==> src/rtl/snes_pad_responder.sv <==
// snes_pad_responder: SNES pad model that answers the latch/pulse poll with a 16-bit serial frame.
// Pins are synchronized, edge-detected, and the frame {ID_BITS, ~buttons} is sent LSB first.
module snes_pad_responder #(
  parameter int TIMEOUT_CYCLES = 50000,
  parameter logic [3:0] ID_BITS = 4'b1111
) (
  input  logic        clk,
  input  logic        rst,
  input  logic        latch,
  input  logic        pulse,
  input  logic [11:0] buttons,
  output logic        data,
  output logic        frame_done,
  output logic        active,
  output logic [7:0]  poll_count
);
  localparam int TW = $clog2(TIMEOUT_CYCLES + 1);
  localparam logic [TW-1:0] TLAST = TW'(TIMEOUT_CYCLES - 1);
  localparam logic [1:0] IDLE = 2'd0, LOAD = 2'd1, SHIFT = 2'd2, DONE = 2'd3;
  // [0] and [1] are the synchronizer stages, [2] is the edge register
  logic [2:0] latch_sync, pulse_sync;
  logic [1:0] state, nxt;
  logic [15:0] shreg;
  logic [4:0] bit_idx;
  logic [TW-1:0] tcnt;
  logic latch_rise, latch_fall, pulse_rise, any_edge, counting, timeout;
  assign latch_rise = latch_sync[1] & ~latch_sync[2];
  assign latch_fall = ~latch_sync[1] & latch_sync[2];
  assign pulse_rise = pulse_sync[1] & ~pulse_sync[2];
  assign any_edge = (latch_sync[1] ^ latch_sync[2]) | (pulse_sync[1] ^ pulse_sync[2]);
  assign counting = state == SHIFT || state == DONE;
  assign timeout = counting && !any_edge && tcnt == TLAST;
  // latch restart outranks everything, so a same-cycle pulse edge is dropped
  assign nxt = (latch_rise || (state == IDLE && latch_sync[1])) ? LOAD :
               (state == LOAD && latch_fall) ? SHIFT :
               timeout ? IDLE :
               (state == SHIFT && pulse_rise && bit_idx == 5'd15) ? DONE : state;
  assign data = state == IDLE ? 1'b1 : state == DONE ? 1'b0 : shreg[0];
  assign active = state == LOAD || state == SHIFT;
  always_ff @(posedge clk or posedge rst)
    if (rst) begin
      latch_sync <= '0;
      pulse_sync <= '0;
      state <= IDLE;
      shreg <= 16'hFFFF;
      bit_idx <= '0;
      tcnt <= '0;
      frame_done <= 1'b0;
      poll_count <= '0;
    end else begin
      latch_sync <= {latch_sync[1:0], latch};
      pulse_sync <= {pulse_sync[1:0], pulse};
      state <= nxt;
      frame_done <= state == SHIFT && nxt == DONE;
      if (state == SHIFT && nxt == DONE) poll_count <= poll_count + 8'd1;
      tcnt <= (any_edge || !counting) ? '0 : tcnt == TLAST ? tcnt : tcnt + 1'b1;
      if (nxt == LOAD || state == LOAD) begin
        shreg <= {ID_BITS, ~buttons};
        bit_idx <= '0;
      end else if (state == SHIFT && pulse_rise) begin
        shreg <= {1'b0, shreg[15:1]};
        bit_idx <= bit_idx + 5'd1;
      end
    end
endmodule

==> config.mk <==
export PLATFORM = sky130hd
export DESIGN_NAME = snes_pad_responder
export DESIGN_NICKNAME = d
export VERILOG_FILES = /design/src/rtl/snes_pad_responder.sv
export SDC_FILE = /design/constraint.sdc
export NUM_CORES = 1
export LEC_CHECK = 0
export BUFFER_PORTS_ARGS = -buffer_cell sky130_fd_sc_hd__buf_2
export CORE_UTILIZATION = 45
export CTS_BUF_LIST = sky130_fd_sc_hd__clkbuf_16
export CTS_CLUSTER_SIZE = 14
export DETAILED_ROUTE_END_ITERATION = 12
export MAX_ROUTING_LAYER = met4
export SLEW_MARGIN = 20
export SYNTH_ARGS = -nofsm -noshare
export SYNTH_HDL_FRONTEND = slang
export SYNTH_SLANG_ARGS = --single-unit
export TNS_END_PERCENT = 20
==> constraint.sdc <==
create_clock -name clk -period 4.6 [get_ports clk]
set_input_delay 0.23 -clock clk [delete_from_list [all_inputs] [get_ports clk]]
set_output_delay 0.23 -clock clk [all_outputs]
set_load 0.02 [all_outputs]
==> flow_metrics.tcl, run 1 <==
set metrics [dict create \
    cts_hold_buf 0 \
    cts.htree.levels 2 \
    clock_latency_ps 280 \
    area_growth_pct 14.2 \
    power_frac_comb_pct 18.1 \
    mappedNetlistArea_mm2 0.00259 \
    drc 0 \
    use_met3_pct 3.29 \
    grt_max_degree 55 \
    ys_top_cells_by_area "dfrtp_1 (37%), dfstp_2 (16%), mux2i_1 (9.3%)" \
    cts_root_buf "clkbuf_16" \
    rows 27 \
    hp-class "in -> reg" \
    ys_ff_latch 54 \
    grt_busiest_layer "met2" \
    maxCapViolCount 0 \
    cts_resized 0 \
    clock_path_buffers 2 \
    power.net_switching_uw 316 \
    period_share_pct 51.8 \
    avgRoutedWirePerCell_um 13.0 \
    ys_types 37 \
    synth_edf_count 0 \
    holdWs_ps 48.9 \
    drt_wl_total_um 4330 \
    n_antenna_cell 0 \
    place.gp.congestion 0.793 \
    synth_commonest_cells "dfrtp_1 (38), mux2i_1 (24), nand2_1 (20), nor2_1 (20), dfstp_2 (16)" \
    initial_core_util_pct 46.7 \
    place_area_mm2 0.00279 \
    clkSinkCount 54 \
    setup_tns_ps 0 \
    drtPass1Iterations 4 \
    via_per_inst 5.10 \
    leakagePower_uw 0.00145 \
    fin_nets 287 \
    seqPwrFrac_pct 47.5 \
    postSynthCellCount 230 \
    switching_share_pct 26.4 \
    finClkSkew_ps 6.88 \
    reg2reg_slack_ps 2220 \
    drive_gt1_share_pct 23.0 \
    grt_use_met1_pct 19.9 \
    fillers 508 \
    grt_pass1_wl_um 7550 \
    cts_setup_buffers 0 \
    rsz0062_at_grt "no" \
    ys_warn_count 0 \
    yosys.area.top_type "dfrtp_1" \
    drv_slew 0 \
    status "complete, no violations" \
    fin_area_mm2 0.00296 \
    dp_hpwl_um 2960 \
    max_freq_ghz 0.420 \
    power.density_mw_per_mm2 405 \
    ys_seq_area_share_pct 52.9 \
    p_total_uw 1200 \
    ant_nets 0 \
    slew_headroom_pct 45.1 \
    async_flop_share_pct 100 \
    grt_pass1_vias 1684 \
    gr-usage-met2_pct 26.2 \
    worstMarginPinSlew_ps 822 \
    yosysMostFrequentCell "dfrtp_1" \
    cts_buffers 5 \
    synth_area_per_cell_um2 11.3 \
    end_kind "flop" \
    grtUsageTotal_pct 16.1 \
    crit_type "reg -> reg" \
    die-width_um 77.9 \
    hold_violations 0 \
    drt_iter0_markers 39 \
    internal_power_uw 881 \
    synth_top_area_share_pct 36.7 \
    syn_nets 257 \
    cts.clk_slew.worst_paths_ps 70 \
    antenna_found_initial 0 \
    fin_crit_ps 2380 \
    vias 1698 \
    cp-start-kind "flop" \
    worstPathRequired_ps 4810 \
    cts_tree "done" \
    port_buffers 26 \
    io_pins 27 \
    vdd_drop_max_v 0.000272 \
    crit_fanout 21 \
    dieArea_mm2 0.00606 \
    grt.overflow.total 0 \
    fp.dieH_um 77.9 \
    arrival_ps 2590 \
    synth_ff_type "dfrtp_1" \
    setup-violations-final 0 \
    coreArea_mm2 0.00554 \
    clkPwrFrac_pct 34.4 \
]
-- final timing paths --
check                               from             to  depth (start not counted)
max in group asynchronous            rst  pulse_sync[2]                          3
min in group asynchronous            rst       tcnt[12]                          3
setup reg to reg              bit_idx[0]      shreg[10]                          8
hold reg to reg            latch_sync[0]  latch_sync[1]                          0
setup / recovery              bit_idx[0]      shreg[10]                          8
hold / removal                     latch  latch_sync[0]                          1
-- flip-flops by register name (all words and copies together), names as in the netlist --
name        flops
bit_idx         5
frame_done      1
latch_sync      3
poll_count      8
pulse_sync      3
shreg          16
state           2
tcnt           16
-- power by group through the flow --
stage	clock network, µW	logic [µW]	registers [µW]
after global placement	0	217	576
after detailed placement	0	221	578
after global routing	441	242	574
after floorplan	0	172	576
after CTS	424	222	569
final	412	216	569
-- placed cells by master, fill, tap and decap left out, types with 2 or more instances in the layout --
cell       synthesis  final
dfrtp_1           38     38
buf_2              0     26
mux2i_1           24     24
nand2_1           20     20
nor2_1            20     20
dfstp_2           16     16
xnor2_1           11     11
ha_1              11     11
inv_1             11     10
a21oi_1            8      8
nand3_1            8      8
xor2_1             8      8
o21ai_0            7      7
nand4_1            6      6
clkbuf_16          0      5
and3_1             4      4
and2_1             3      3
or3_1              3      3
nand3b_1           3      3
nand4bb_1          2      2
or2_2              2      2
a31oi_1            2      2
and4_1             2      2
nor3_1             2      2
a21o_1             2      2
clkinv_2           0      2
buf_4              0      2
-- critical path: stages, from the launching register on --
cell      delay, ps
dfrtp_1         400
ha_1            220
and3_1          190
ha_1            200
and3_1          180
nor2_1          130
nand2_1         100
o211ai_4        610
mux2i_1         280
-- logic make-up after synthesis --
logic type,count (synthesis),share of synthesized area (%)
AOI/OAI and AO/OA,24,6.18
xor gates and xnor gates,19,6.43
and+or+nand+nor,81,16.5
buffers and inverters,16,2.90
adders and majority gates,11,5.31
DFF,54,52.9
muxes,25,9.71
-- area by class of cell --
| type | instances | area, µm² | share of cell area (%) |
|---|---|---|---|
| clock buffers | 5 | 125 | 4.23 |
| repair buffers | 28 | 145 | 4.91 |
| flip-flops and latches | 54 | 1370 | 46.4 |
| inverters | 11 | 41.3 | 1.40 |
| multi-input cells | 160 | 1140 | 38.7 |
| well taps | 72 | 90.1 | 3.05 |
| clock inverters | 3 | 40.0 | 1.35 |
-- stage by stage --
step | utilization (%) | cells | worst slack (ps)
floorplan | - | 230 | 2490
global placement | 50.4 | 325 | 2290
detailed placement | 50.4 | 325 | 2180
CTS | 53.4 | 333 | 2170
global route | 53.4 | 333 | 2070
finish | 53.4 | 333 | 2220
-- layer usage --
metal  share of wire [%]  up-vias  wire (µm)
met5                   0        -          0
met4                 1.1        0         46
met3                 3.5        7        150
met2                  47       27       2040
met1                  48      810       2090
li1                    -      854          -
Power figures use the tool's default switching activity.
==> run 2: changes to the inputs <==
- ABC_AREA: default -> 1
- PLACE_DENSITY: default -> 0.66
- clock period: 4.6 -> 2.03 ns (I/O delays scaled with it)
==> run 2 against run 1 <==
  * The run now ends with negative hold slack left
  * First-iteration DRC count grew to 2.7 times the previous value
  * Utilization rose by 1.2 points
  * Non-clock buffer count increased by 7
  * Clock power rose by 140%
  * Worst setup slack got worse by 2100 ps
  * Sequential power is 140% higher
  * Die area up 11%
  * Sequential share of layout area decreased by 4.9 points
  * Hold slack lost 56 ps
  * Via count grew 30%
  * Total power increased to 2.7 times the previous value
  * Critical path depth up 4
  * Critical path type unchanged
  * Largest power group unchanged
==> flow_metrics.tcl, run 2 <==
set metrics [dict create \
    multi_input_area_mm2 0.00128 \
    internal_power_uw 2160 \
    hold_violations 10 \
    port_buffers 26 \
    vdd_drop_max_v 0.000868 \
    setup-violations-final 0 \
    avgRoutedWirePerCell_um 11.8 \
    initial_core_util_pct 47.7 \
    synth_area_per_cell_um2 8.66 \
    vias 2211 \
    cts_root_buf "clkbuf_16" \
    mappedNetlistArea_mm2 0.00289 \
    async_flop_share_pct 100 \
    p_total_uw 3230 \
    ant_nets 0 \
    drt_wl_total_um 5220 \
    reg_top3 "shreg x16, tcnt x16, poll_count x8" \
    ys_types 34 \
    drtPass1Iterations 4 \
    dieArea_mm2 0.00676 \
    drv_slew 0 \
    power.net_switching_uw 1060 \
    drive_gt1_share_pct 24.2 \
    dp_hpwl_um 3530 \
    grt_pass1_wl_um 8860 \
    worstMarginPinSlew_ps 671 \
    cts.htree.levels 2 \
    status "complete, but fails checks" \
    maxCapViolCount 0 \
    grt_pass1_vias 2055 \
    power.density_mw_per_mm2 975 \
    reg2reg_depth 12 \
    end_kind "flop" \
    io_pins 27 \
    layout_common_cells "nand2_1 (71), inv_1 (42), dfrtp_1 (38), buf_2 (26), nor2_1 (24)" \
    leakagePower_uw 0.00159 \
    slew_headroom_pct 55.2 \
    die-width_um 82.2 \
    ys_top_cells_by_area "dfrtp_1 (33%), dfstp_2 (15%), nand2_1 (9.2%)" \
    yosysMostFrequentCell "nand2_1" \
    hp-class "in -> async" \
    worstPathRequired_ps 2220 \
    cts_buffers 5 \
    cp-start-kind "flop" \
    final_util_pct 54.6 \
    n_antenna_cell 0 \
    synth_edf_count 0 \
    area_growth_pct 14.4 \
    holdWs_ps -6.97 \
    register_area_mm2 0.00137 \
    synth_top_area_share_pct 32.9 \
    period_share_pct 93.6 \
    postSynthCellCount 334 \
    antenna_found_initial 0 \
    coreArea_mm2 0.00606 \
    yosys.area.top_type "dfrtp_1" \
    ys_seq_area_share_pct 47.4 \
    drc 0 \
    grt_max_degree 55 \
    cts_tree "done" \
    failed_checks "negative hold slack" \
    grtUsageTotal_pct 17.6 \
    crit_fanout 12 \
    ys_warn_count 0 \
    fillers 566 \
    mostFrequentLayoutCell "nand2_1" \
    clock_latency_ps 290 \
    power_frac_comb_pct 27.1 \
    cts.clk_slew.worst_paths_ps 70 \
    drt_iter0_markers 107 \
    rows 28 \
    fin_crit_ps 1900 \
    seqPwrFrac_pct 42.9 \
    max_freq_ghz 0.526 \
    finClkSkew_ps 2.55 \
    clkPwrFrac_pct 30.0 \
    clkSinkCount 54 \
    fp.dieH_um 82.2 \
    ys_ff_latch 54 \
    via_per_inst 4.99 \
    fin_nets 394 \
    place.gp.congestion 0.832 \
    switching_share_pct 33.0 \
    synth_commonest_cells "nand2_1 (71), inv_1 (46), dfrtp_1 (38)" \
    grt.overflow.total 0 \
    syn_nets 361 \
    arrival_ps 2090 \
    crit_type "reg -> reg" \
    clock_path_buffers 2 \
    synth_ff_type "dfrtp_1" \
]
[run 2: cell count changes after synthesis, moves of 8 or more]
| cell | delta |
|---|---|
| inv_1 | +35 |
| mux2i_1 | -24 |
| nand2_1 | +51 |
| nand2_2 | +10 |
| nand3_1 | +11 |
| nand3b_1 | +9 |
| nand4_1 | +8 |
[run 2: kinds of logic after synthesis]
| logic type | after synthesis | synth area share, % |
|---|---|---|
| AOI/OAI and AO/OA | 30 | 6.05 |
| xor gates and xnor gates | 10 | 3.03 |
| adders and majority gates | 11 | 4.76 |
| buffers and inverters | 58 | 8.86 |
| DFF | 54 | 47.4 |
| and+or+nand+nor | 171 | 29.9 |
[run 2: power groups by stage]
stage	registers, µW	logic [µW]	clock network [µW]
after CTS	1380	820	999
final	1380	873	970
after global placement	1400	799	0
after floorplan	1400	665	0
after global routing	1410	970	1030
after detailed placement	1400	812	0
[run 2: layer usage]
layer | up-vias | routed length [µm] | global-route usage [%]
met4 | 0 | 60 | 4.91
met3 | 6 | 126 | 3.85
met2 | 27 | 2410 | 28.9
li1 | 1139 | - | -
met1 | 1039 | 2630 | 22.0
met5 | - | 0 | -
[run 2: layout make-up]
class	count	share of cell area (%)
well taps	75	2.84
repair buffers	35	6.35
clock buffers	5	3.78
flip-flops and latches	54	41.4
inverters	49	5.56
clock inverters	3	1.36
multi-input cells	222	38.7
[run 2: path summary, 6_finish.rpt]
kind	from	endpoint	slack, ps
hold / removal	rst	bit_idx[4]	-7
max in group asynchronous	rst	tcnt[1]	1600
setup / recovery	tcnt[0]	poll_count[1]	130
setup reg to reg	tcnt[0]	poll_count[1]	130
min in group clk	buttons[8]	shreg[8]	40
hold reg to reg	latch_sync[0]	latch_sync[1]	350
[run 2: worst max-delay path: stages, from the launching register on]
cell and delay [ps]:
dfrtp_1 400, ha_1 200, nand3_1 180, nor2_2 180, nand3_2 140, nand2_1 110, nand2_1 70, nand2_2 130
inv_2 70, nand2_4 130, inv_2 80, nand2_1 60, nand2_1 40
[run 2: metrics by stage]
stage / setup WS, ps / instances / hold WS [ps] / TNS, ps / area [µm²]
4_1_cts: 54.9 / 442 / 22.1 / 0 / 3280
5_1_grt: -27.9 / 443 / 53.5 / -111 / 3310
2_1_floorplan: 258 / 334 / 133 / 0 / 2890
3_5_place_dp: 68.0 / 432 / 212 / 0 / 3090
3_3_place_gp: 140 / 432 / 214 / 0 / 3090
6_report: 130 / 443 / -6.97 / 0 / 3310
[run 2: timing repair]
action,in CTS,in global routing
gates resized for setup,0,7
hold buffers,2,0
endpoints found under the setup margin,0,23
endpoints found under the hold margin,2,0
buffers inserted,0,1
==> run 3: changes to the inputs <==
- REMOVE_ABC_BUFFERS: default -> 1
==> run 3 against run 2 <==
  * The flow now finishes without violations
  * Cell count up 0.90%
  * Sequential share of layout area shrank 0.54 points
  * Clock power grew 9%
  * Fmax is 4.6% higher
  * Hold slack better by 52 ps
  * Critical path type unchanged
==> flow_metrics.tcl, run 3 (same netlist as run 2, synthesis figures left out) <==
set metrics [dict create \
    holdWs_ps 44.6 \
    cts.clk_slew.worst_paths_ps 70 \
    clock_path_buffers 2 \
    cts_root_buf "clkbuf_16" \
    initial_core_util_pct 47.7 \
    leakagePower_uw 0.00163 \
    n_antenna_cell 0 \
    place.gp.congestion 0.800 \
    drv_slew 0 \
    dp_hpwl_um 3730 \
    maxCapViolCount 0 \
    status "complete, no violations" \
    area_growth_pct 15.9 \
    reg_top3 "shreg x16, tcnt x16, poll_count x8" \
    finClkSkew_ps 4.08 \
    dieArea_mm2 0.00676 \
    fp.dieH_um 82.2 \
    hp-class "in -> reg" \
    drt_wl_total_um 5280 \
    antenna_found_initial 0 \
    cts_tree "done" \
    cp_num_buf_inv 2 \
    hold_violations 0 \
    fin_nets 398 \
    grt_pass1_wl_um 9050 \
    crit_family "simple AND/OR/NAND/NOR gates" \
    drive_gt1_share_pct 23.9 \
    placed_cells 434 \
    grt_max_degree 26 \
    crit_type "reg -> reg" \
    rows 28 \
    cp_slowest_cell "dfrtp_1" \
    vias 2202 \
    crit_fanout 18 \
    cp-start-kind "flop" \
    max_freq_ghz 0.551 \
    mostFrequentLayoutCell "nand2_1" \
    ant_nets 0 \
    arrival_ps 2020 \
    drc 0 \
    stdcell_count 447 \
    via_per_inst 4.93 \
    cts_buffers 5 \
    worstMarginPinSlew_ps 523 \
    grt_pass1_vias 2054 \
    die-width_um 82.2 \
    worstPathRequired_ps 2240 \
    coreArea_mm2 0.00606 \
    port_buffers 26 \
    io_pins 27 \
    drtPass1Iterations 4 \
    slowest_delay_ps 410 \
    avgRoutedWirePerCell_um 11.8 \
    setup-violations-final 0 \
    vdd_drop_max_v 0.000682 \
    power.density_mw_per_mm2 977 \
    layout_common_cells "nand2_1 (71), inv_1 (45), dfrtp_1 (38), buf_2 (26), nor2_1 (24)" \
    slew_headroom_pct 65.1 \
    end_kind "flop" \
    p_total_uw 3280 \
    fin_crit_ps 1820 \
    clock_latency_ps 290 \
    cts.htree.levels 2 \
    grt.overflow.total 0 \
    path_cells "ha_1 -> inv_1 -> nor3_1 -> ha_1 -> nand2_1 -> nand2_1 -> nand3_2 -> nand2_2 -> nand2_4 -> nand2_8 -> inv_1 -> o211ai_1" \
    period_share_pct 89.5 \
    rsz0062_at_grt "no" \
    drt_iter0_markers 95 \
    clkSinkCount 54 \
    grtUsageTotal_pct 18.0 \
]
## run 3: cell types whose count changed in the layout (fill, tap and decap cells not counted), sizes merged
cell	before	now
buf	33	36
bufinv	1	2
clkinv	1	2
dlygate4sd3	2	3
clkinvlp	2	0
## run 3: worst reg2reg max path, stage by stage, from the launching register on
cell	delay, ps
dfrtp_1	410
ha_1	200
inv_1	70
nor3_1	50
ha_1	170
nand2_1	80
nand2_1	70
nand3_2	90
nand2_2	70
nand2_4	170
nand2_8	140
inv_1	130
o211ai_1	90
## run 3: final cells by class
type / count / area [µm²]
Clock buffer: 5 / 125
Clock inverter: 3 / 63.8
Fill cell: 561 / 2710
Inverter: 49 / 184
Multi-Input combinational cell: 222 / 1280
Sequential cell: 54 / 1370
Tap cell: 75 / 93.8
Timing Repair Buffer: 39 / 239
## run 3: report_power, final
group | total (µW) | switching (µW) | internal (µW) | leakage, µW
Sequential | 1380 | 99.9 | 1280 | 0.000679
Combinational | 828 | 554 | 274 | 0.000856
Clock | 1060 | 363 | 702 | 0.0000915
Total | 3280 | 1020 | 2260 | 0.00163
## run 3: stage by stage
| step | instance area [µm²] | TNS (ps) | setup WS [ps] | util (%) |
|---|---|---|---|---|
| 2_1_floorplan | 2820 | -2680 | -180 | - |
| 3_3_place_gp | 3110 | 0 | 158 | 51.2 |
| 3_5_place_dp | 3110 | 0 | 105 | 51.2 |
| 4_1_cts | 3320 | 0 | 76.5 | 54.9 |
| 5_1_grt | 3350 | 0 | 18.0 | 55.3 |
| 6_report | 3350 | 0 | 214 | 55.3 |
## run 3: layer usage
layer | vias up | share of wire [%] | GRT usage [%]
met3 | 7 | 2.8 | 3.96
met2 | 29 | 44 | 27.8
met4 | 0 | 1.5 | 5.79
li1 | 1154 | - | -
met1 | 1012 | 51 | 23.5
met5 | - | 0 | -
## run 3: timing repair
action                                  CTS  global route
buffers inserted                          0             2
endpoints found under the setup margin    0            20
endpoints found under the hold margin    22             0
hold buffers                              3             0
resized for setup                         0             3
## run 3: worst paths after layout
path	startpoint	end	slack [ps]	cells after the start
hold reg to reg	latch_sync[0]	latch_sync[1]	350	0
min in group asynchronous	rst	bit_idx[0]	400	3
setup reg to reg	bit_idx[0]	shreg[14]	210	12
hold / removal	buttons[6]	shreg[6]	40	4
max in group asynchronous	rst	shreg[12]	960	4
setup / recovery	bit_idx[0]	shreg[14]	210	12
